File: src/rtl/lsu_pkg.sv
// Shared types and constants for the load/store unit: FSM states, RV32I
// width codes and the word-store opcode driven to the data memory.
package lsu_pkg;

  typedef enum logic [2:0] {
    IDLE,
    READ,
    WRITE,
    RESP,
    ERR
  } lsu_state_t;

  localparam logic [2:0] F3_B  = 3'b000;
  localparam logic [2:0] F3_H  = 3'b001;
  localparam logic [2:0] F3_W  = 3'b010;
  localparam logic [2:0] F3_BU = 3'b100;
  localparam logic [2:0] F3_HU = 3'b101;

  localparam logic [2:0] STORE_WORD = 3'b010;

  // 768 data words of 4 bytes each
  localparam int unsigned ADDR_LIMIT_DEFAULT = 3072;

endpackage

File: src/rtl/lsu_align.sv
// Combinational lane logic: merges sub-word store data into the read word
// and extracts/extends sub-word load data from the read word.
module lsu_align
  import lsu_pkg::*;
(
  input  logic [2:0]  f3,
  input  logic [1:0]  byte_off,
  input  logic [31:0] rdata,
  input  logic [31:0] wdata,
  output logic [31:0] store_word,
  output logic [31:0] load_data
);

  logic [7:0]  lane_byte;
  logic [15:0] lane_half;

  assign lane_byte = rdata[{byte_off, 3'b000} +: 8];
  assign lane_half = rdata[{byte_off[1], 4'b0000} +: 16];

  always_comb begin
    store_word = wdata;
    case (f3)
      F3_B: begin
        store_word = rdata;
        store_word[{byte_off, 3'b000} +: 8] = wdata[7:0];
      end
      F3_H: begin
        store_word = rdata;
        store_word[{byte_off[1], 4'b0000} +: 16] = wdata[15:0];
      end
      default: store_word = wdata;
    endcase
  end

  always_comb begin
    load_data = 32'h0;
    case (f3)
      F3_B:    load_data = {{24{lane_byte[7]}}, lane_byte};
      F3_BU:   load_data = {24'h0, lane_byte};
      F3_H:    load_data = {{16{lane_half[15]}}, lane_half};
      F3_HU:   load_data = {16'h0, lane_half};
      F3_W:    load_data = rdata;
      default: load_data = 32'h0;
    endcase
  end

endmodule

File: src/rtl/load_store_unit.sv
// Load/store unit: accepts one request per handshake, validates it, and
// performs word-wide memory accesses (read-modify-write for SB/SH).
module load_store_unit
  import lsu_pkg::*;
#(
  parameter int unsigned ADDR_LIMIT = ADDR_LIMIT_DEFAULT
) (
  input  logic        clk,
  input  logic        reset,
  input  logic        req_valid,
  output logic        req_ready,
  input  logic        req_is_store,
  input  logic [2:0]  req_funct3,
  input  logic [31:0] req_addr,
  input  logic [31:0] req_wdata,
  output logic [31:0] mem_address,
  output logic        mem_read_enable,
  output logic        mem_write_enable,
  output logic        reg_read_enable,
  output logic [2:0]  store_operation,
  output logic [31:0] reg_data,
  input  logic [31:0] mem_read_data,
  output logic        resp_valid,
  output logic [31:0] resp_data,
  output logic        resp_error
);

  lsu_state_t  state_q, state_next;
  logic [31:0] addr_q, wdata_q, rdata_q;
  logic [2:0]  f3_q;
  logic        st_q;

  logic        f3_ok, align_ok, range_ok, req_legal, accept;
  logic [31:0] merged_word, load_word;

  always_comb begin
    f3_ok    = 1'b0;
    align_ok = 1'b0;
    case (req_funct3)
      F3_B:  begin f3_ok = 1'b1;          align_ok = 1'b1;                 end
      F3_H:  begin f3_ok = 1'b1;          align_ok = ~req_addr[0];         end
      F3_W:  begin f3_ok = 1'b1;          align_ok = (req_addr[1:0] == 2'b00); end
      F3_BU: begin f3_ok = ~req_is_store; align_ok = 1'b1;                 end
      F3_HU: begin f3_ok = ~req_is_store; align_ok = ~req_addr[0];         end
      default: begin f3_ok = 1'b0;        align_ok = 1'b0;                 end
    endcase
  end

  assign range_ok  = (req_addr < 32'(ADDR_LIMIT));
  assign req_legal = f3_ok & align_ok & range_ok;
  assign accept    = req_valid & req_ready;

  always_ff @(posedge clk or posedge reset) begin
    if (reset) begin
      state_q <= IDLE;
      addr_q  <= 32'h0;
      f3_q    <= 3'b000;
      wdata_q <= 32'h0;
      st_q    <= 1'b0;
      rdata_q <= 32'h0;
    end else begin
      state_q <= state_next;
      if (accept) begin
        addr_q  <= req_addr;
        f3_q    <= req_funct3;
        wdata_q <= req_wdata;
        st_q    <= req_is_store;
      end
      if (state_q == READ) begin
        rdata_q <= mem_read_data;
      end
    end
  end

  always_comb begin
    state_next = state_q;
    case (state_q)
      IDLE: begin
        if (req_valid) begin
          if (!req_legal)
            state_next = ERR;
          else if (req_is_store && req_funct3 == F3_W)
            state_next = WRITE;
          else
            state_next = READ;
        end
      end
      READ:    state_next = st_q ? WRITE : RESP;
      WRITE:   state_next = IDLE;
      RESP:    state_next = IDLE;
      ERR:     state_next = IDLE;
      default: state_next = IDLE;
    endcase
  end

  lsu_align u_align (
    .f3         (f3_q),
    .byte_off   (addr_q[1:0]),
    .rdata      (rdata_q),
    .wdata      (wdata_q),
    .store_word (merged_word),
    .load_data  (load_word)
  );

  assign mem_address     = {addr_q[31:2], 2'b00};
  assign store_operation = STORE_WORD;

  always_comb begin
    req_ready        = 1'b0;
    mem_read_enable  = 1'b0;
    mem_write_enable = 1'b0;
    reg_read_enable  = 1'b0;
    reg_data         = 32'h0;
    resp_valid       = 1'b0;
    resp_data        = 32'h0;
    resp_error       = 1'b0;
    case (state_q)
      IDLE: req_ready = 1'b1;
      READ: mem_read_enable = 1'b1;
      WRITE: begin
        mem_write_enable = 1'b1;
        reg_read_enable  = 1'b1;
        reg_data         = merged_word;
        resp_valid       = 1'b1;
      end
      RESP: begin
        resp_valid = 1'b1;
        resp_data  = load_word;
      end
      ERR: begin
        resp_valid = 1'b1;
        resp_error = 1'b1;
      end
      default: req_ready = 1'b0;
    endcase
  end

endmodule

File: config.mk
export PLATFORM = sky130hd
export DESIGN_NAME = load_store_unit
export DESIGN_NICKNAME = d
export VERILOG_FILES = /design/src/rtl/lsu_pkg.sv /design/src/rtl/lsu_align.sv /design/src/rtl/load_store_unit.sv
export SDC_FILE = /design/constraint.sdc
export NUM_CORES = 1
export LEC_CHECK = 0
export CAP_MARGIN = 10
export CORE_AREA = 2 2 132 134
export CTS_CLUSTER_DIAMETER = 80
export DETAILED_ROUTE_END_ITERATION = 12
export DIE_AREA = 0 0 134 136
export GPL_TIMING_DRIVEN = 0
export PLACE_DENSITY = 0.67
export SYNTH_ARGS = -nofsm -noshare
export SYNTH_HDL_FRONTEND = slang
export SYNTH_SLANG_ARGS = --single-unit
File: constraint.sdc
create_clock -name clk -period 4 [get_ports clk]
set_input_delay 1.2 -clock clk [delete_from_list [all_inputs] [get_ports clk]]
set_output_delay 1.2 -clock clk [all_outputs]
set_load 0.05 [all_outputs]
Word-level counts from Yosys, hierarchy flattened:

Index checks and enable logic that the tools add are counted.

* bits of input ports: 103
* bits in registers: 103
* output and inout port bits: 105

* eq/ne operators: 13
* muxes and demuxes: 18
* shift-type cells: 6
* reductions and logical operators: 10
* order comparisons: 1
* add/subtract/negate cells: 2
* bitwise gates (word level): 5

Operators by type and width (number)
* 32-bit case mux with 5 select lines: 1
* 32-bit bitwise mux: 2
* 32-bit 2-to-1 mux: 2
* 32-bit case mux with 2 select lines: 1
* 32-bit by 12-bit less-than comparator with 1-bit output (second input constant): 1
* 16-bit by 7-bit variable shift with 32-bit output (first input constant): 1
* 8-bit by 7-bit variable shift with 32-bit output (first input constant): 1
* 16-bit by 7-bit variable part select with 32-bit output: 1
* 32-bit by 6-bit variable part select with 16-bit output: 1
* 32-bit by 6-bit variable part select with 8-bit output: 1
* 8-bit by 7-bit variable part select with 32-bit output: 1
* 3-bit == test (second input constant): 5
* 5-bit negator with 7-bit output: 2
* 3-bit by 2-bit == test with 1-bit output (second input constant): 4
* 3-bit by 1-bit == test with 1-bit output (second input constant): 3
* 3-bit zero test: 3
* 1-bit 2-to-1 mux: 6
* 3-bit 2-to-1 mux: 2
* 3-bit case mux with 2 select lines: 1
* 2-bit OR reduction: 3
* 3-bit OR reduction: 2
* 1-bit AND: 3
* 1-bit case mux with 3 select lines: 1
* 2-bit zero test: 1
* other kinds (5): 6

Depth between registers and ports, before layout:

* depth in word-level cells: 8
* depth in mapped cells: 9
* depth with buffers taken out: 6

By module:

Synthesis repeated with hierarchy kept, for this count alone.

* cells, all modules: 696
* area, all modules: 6927.9 um^2

Modules (own cells, without submodules)
* load_store_unit: times used 1, cells each 411, area an instance 4907.2 um^2, seq. area each 2577.5 um^2
* lsu_align: times used 1, cells each 285, area an instance 2020.7 um^2, seq. area each 0.0 um^2

Worst setup path before layout:

OpenSTA, ideal clock, no wires.

* kind: reg2out
* from: reg addr_q[1]
* to: out reg_data[17]
* arrival time: 2.819 ns
* slack: -0.019 ns
* cell stages (with the launch flop): 9
* data required time: 2.800 ns
* cell sequence: dfrtp_1 > buf_4 > buf_2 > inv_1 > ha_1 > nor4bb_1 > a22o_1 > nand2_1 > a31oi_1

* cells in the longest elaborated chain, start to end: 5
* elaborated cells between the ends (all ways): 10

Ends and longest elaborated chain
* start, declared: RTL line load_store_unit.sv:29 `logic [31:0] addr_q, wdata_q, rdata_q;`
* start signal, assigned: RTL line load_store_unit.sv:64 `addr_q <= req_addr;`
* 5-bit negator with 7-bit output, on equally long branches: RTL line lsu_align.sv:29, lsu_align.sv:25
* 16-bit by 7-bit variable part select with 32-bit output, or another cell as far along: RTL line lsu_align.sv:29 `store_word[{byte_off[1], 4'b0000} +: 16] = wdata[15:0];`
* 32-bit bitwise mux, on equally long branches: RTL line lsu_align.sv:29, lsu_align.sv:25
* 32-bit case mux with 2 select lines *: RTL line lsu_align.sv:22 `case (f3)`
* 32-bit 2-to-1 mux *: RTL line load_store_unit.sv:117 `case (state_q)`
* end, declared: RTL line load_store_unit.sv:21 `output logic [31:0] reg_data,`

Mark *: on every way between the ends. The rest lies on a longest branch, timed or not.

Worst setup path after layout:

* from: reg f3_q[1]
* to: out resp_data[7]

* cells in the longest elaborated chain, start to end: 3
* elaborated cells between the ends (all ways): 7

Ends and longest elaborated chain
* start, declared: RTL line load_store_unit.sv:30 `logic [2:0] f3_q;`
* start signal, assigned: RTL line load_store_unit.sv:65 `f3_q <= req_funct3;`
* 3-bit by 2-bit == test with 1-bit output, or another cell as far along: RTL line lsu_align.sv:37 `case (f3)`
* 32-bit case mux with 5 select lines *: RTL line lsu_align.sv:37
* 32-bit 2-to-1 mux *: RTL line load_store_unit.sv:117
* end, declared: RTL line load_store_unit.sv:24 `output logic [31:0] resp_data,`

Marks and branches as above.

==> impl_metrics.tcl <==
set metrics [dict create \
    status "complete, no violations" \
    synth_edf_count 0 \
    routedWlPerCell_um 19.5 \
    ant_nets 0 \
    core_area_um2 16900 \
    drt_pass1_iterations 6 \
    area_growth_syn_to_layout_pct 46.8 \
    p_sw_frac 0.318 \
    dieArea_um2 18200 \
    drv_slew 0 \
    cts_tree "done" \
    die_x_um 134 \
    seqPwrFrac 0.407 \
    synth_cell_types 46 \
    drive_gt1_frac 0.328 \
    initial_core_util 0.340 \
    pin_count 208 \
    clkPwrFrac 0.294 \
    post-dp-hpwl_um 15100 \
    viasPerCell 5.37 \
    vias 5267 \
    setup_viol 0 \
    antenna_found_initial 0 \
    period_needed_ps 3910 \
    cts_buffer_depth 2 \
    worstSetupEndpointType "output port" \
    nNetsFinal 860 \
    path_cells "buf_4 -> nor3b_4 -> a21o_1 -> a22oi_1 -> a31oi_1 -> clkdlybuf4s15_1" \
    routed_wl_um 19200 \
    drc 0 \
    cts_root_buffer "clkbuf_16" \
    numClockSinks 103 \
    gp_congestion 0.930 \
    fin_crit_sh 0.977 \
    power.leakage_nw 3.71 \
    netlist_top_cells_count "dfrtp_1 (103), mux2_2 (92), buf_4 (40)" \
    worstPathRequired_ps 2800 \
    switchingPower_mw 0.964 \
    utilization 0.500 \
    p_int_mw 2.07 \
    final.setup.tns_ps 0 \
    post_synth_inst_count 533 \
    syn_area_per_cell_um2 10.8 \
    fmax_ghz 0.256 \
    seq_area_frac_synth 0.449 \
    synth-seq-cells 103 \
    hold_viol 0 \
    clkTransAtPathRegs_ps 70 \
    relSlewSlack 0.538 \
    worstSetupStartpointType "flop" \
    synth_ff_type "dfrtp_1" \
    clock_latency_ps 350 \
    yosysTopAreaCell "dfrtp_1" \
    p_per_area_nw_per_um2 360 \
    grt_pass1_wl_um 29000 \
    antenna_cells 0 \
    grt_usage 0.208 \
    grt_pass1_vias 5377 \
    syn-cell-area_um2 5740 \
    yosys-top-cells-area "dfrtp_1 (45%), mux2_2 (18%), buf_4 (5.2%)" \
    crit_path_top_delay_cell "clkdlybuf4s15_1" \
    combPwrFrac 0.299 \
    die_h_um 136 \
    vdd_drop_max_mv 0.239 \
    portBuffers 202 \
    rows 48 \
    cts_buffers 9 \
    critPathMaxFanout 10 \
    yosysWarnings 0 \
    tightest_slew_ps 692 \
    overflow 0 \
    maxCapViolations 0 \
    synth-async-reset-ratio 1.00 \
    worst-setup-path-type "reg2out" \
    cts_hold_buf 0 \
    drt_iter0_drc 442 \
    synth_top_area_frac 0.449 \
    synth_most_common_cell "dfrtp_1" \
    max_stage_delay_ps 540 \
    finClkSkew_ps 7.11 \
    arrival_ps 2710 \
    hold_path.class "reg2reg" \
    h-tree-depth 3 \
    grt_max_degree 76 \
]
==> through the flow <==
| step | hold slack [ps] | cell area [um^2] | instances | total power [mW] | setup slack [ps] |
|---|---|---|---|---|---|
| 5_1_grt | 518 | 8430 | 981 | 3.15 | -8.68 |
| 2_1_floorplan | 481 | 5790 | 536 | 1.82 | 12.4 |
| 3_3_place_gp | 494 | 8090 | 963 | 2.10 | -1320 |
| 4_1_cts | 512 | 8400 | 980 | 3.05 | -20.4 |
| 3_5_place_dp | 495 | 8120 | 964 | 2.13 | -711 |
| 6_report | 510 | 8430 | 981 | 3.03 | 93.0 |
==> cell usage in the layout (no fill, tap or decap), types with 3 or more instances in the layout <==
cell               n
nor2_1            17
buf_4             57
clkbuf_1          10
a31oi_2            5
dlygate4sd2_1     18
clkbuf_16          9
dlymetal6s2s_1     4
nor4_1             6
nand3_1            4
nand2_1           37
nor2b_1            5
a21oi_2            5
conb_1             5
o21ai_0           27
and2_1             5
dfrtp_1          101
nor3_1             3
a21o_1             3
mux2_2            92
buf_6              4
a22oi_1           33
a31oi_1            4
nand4_1            3
buf_2             23
inv_1             22
a222oi_1          13
clkdlybuf4s50_1  137
a22o_1            13
ha_1               5
o21ai_2           10
clkinvlp_4         3
clkdlybuf4s15_2   15
a21oi_1           15
==> final timing paths <==
kind,depth (start not counted),from,slack (ps),to
setup / recovery,6,f3_q[1],90,resp_data[7]
hold / removal,1,wdata_q[25],510,wdata_q[25]
setup reg to reg,5,state_q[0],1970,wdata_q[5]
hold reg to reg,1,wdata_q[25],510,wdata_q[25]
max in group asynchronous,3,reset,2120,addr_q[1]
min in group asynchronous,2,reset,1180,addr_q[7]
==> critical path: cells and delay by family (launching register included) <==
kind            cells  cell delay (ps)
buf+inv             2              770
simple gates        1              450
compound gates      3              670
flops               1              460
==> registers in the layout, summed over array words and instances (netlist names) <==
name,count
addr_q,32
rdata_q,32
wdata_q,32
f3_q,3
state_q,3
st_q,1
==> kinds of logic after synthesis <==
logic type,synth area share
adder cells (fa/ha/maj),0.0109
AND/OR/NAND/NOR,0.0950
other,0.00131
AO/OA/AOI/OAI,0.170
flip-flops,0.449
buffers and inverters,0.0900
multiplexers,0.184
==> area by class of cell <==
cell class	count	area [um^2]
clock inverter	6	70.1
multi-input combinational	342	2750
fill	1528	8440
timing repair buffer	208	2010
buffer	64	418
inverter	24	96.3
clock buffer	9	225
sequential	103	2580
tap	225	282
==> power by group through the flow <==
stage	registers (mW)	logic, mW	clock network (mW)
floorplan	1.22	0.604	0
global placement	1.24	0.861	0
detailed placement	1.25	0.883	0
CTS	1.23	0.905	0.915
global route	1.25	0.960	0.946
finish	1.23	0.906	0.893
==> metal layers <==
| layer | vias to the layer above | global-route usage | share of wire |
|---|---|---|---|
| met5 | - | 0 | 0 |
| met2 | 293 | 0.346 | 0.48 |
| met4 | 0 | 0.108 | 0.043 |
| li1 | 2352 | - | - |
| met3 | 63 | 0.0459 | 0.082 |
| met1 | 2559 | 0.256 | 0.39 |
==> timing repair <==
item                                    4_1_cts  5_1_grt
endpoints found under the setup margin       61       54
setup buffers                                 3        2
pin swaps                                     5        1
cloned                                        0        0
resized for setup                           229       10
Note: power is estimated with default switching activity, not from simulation.
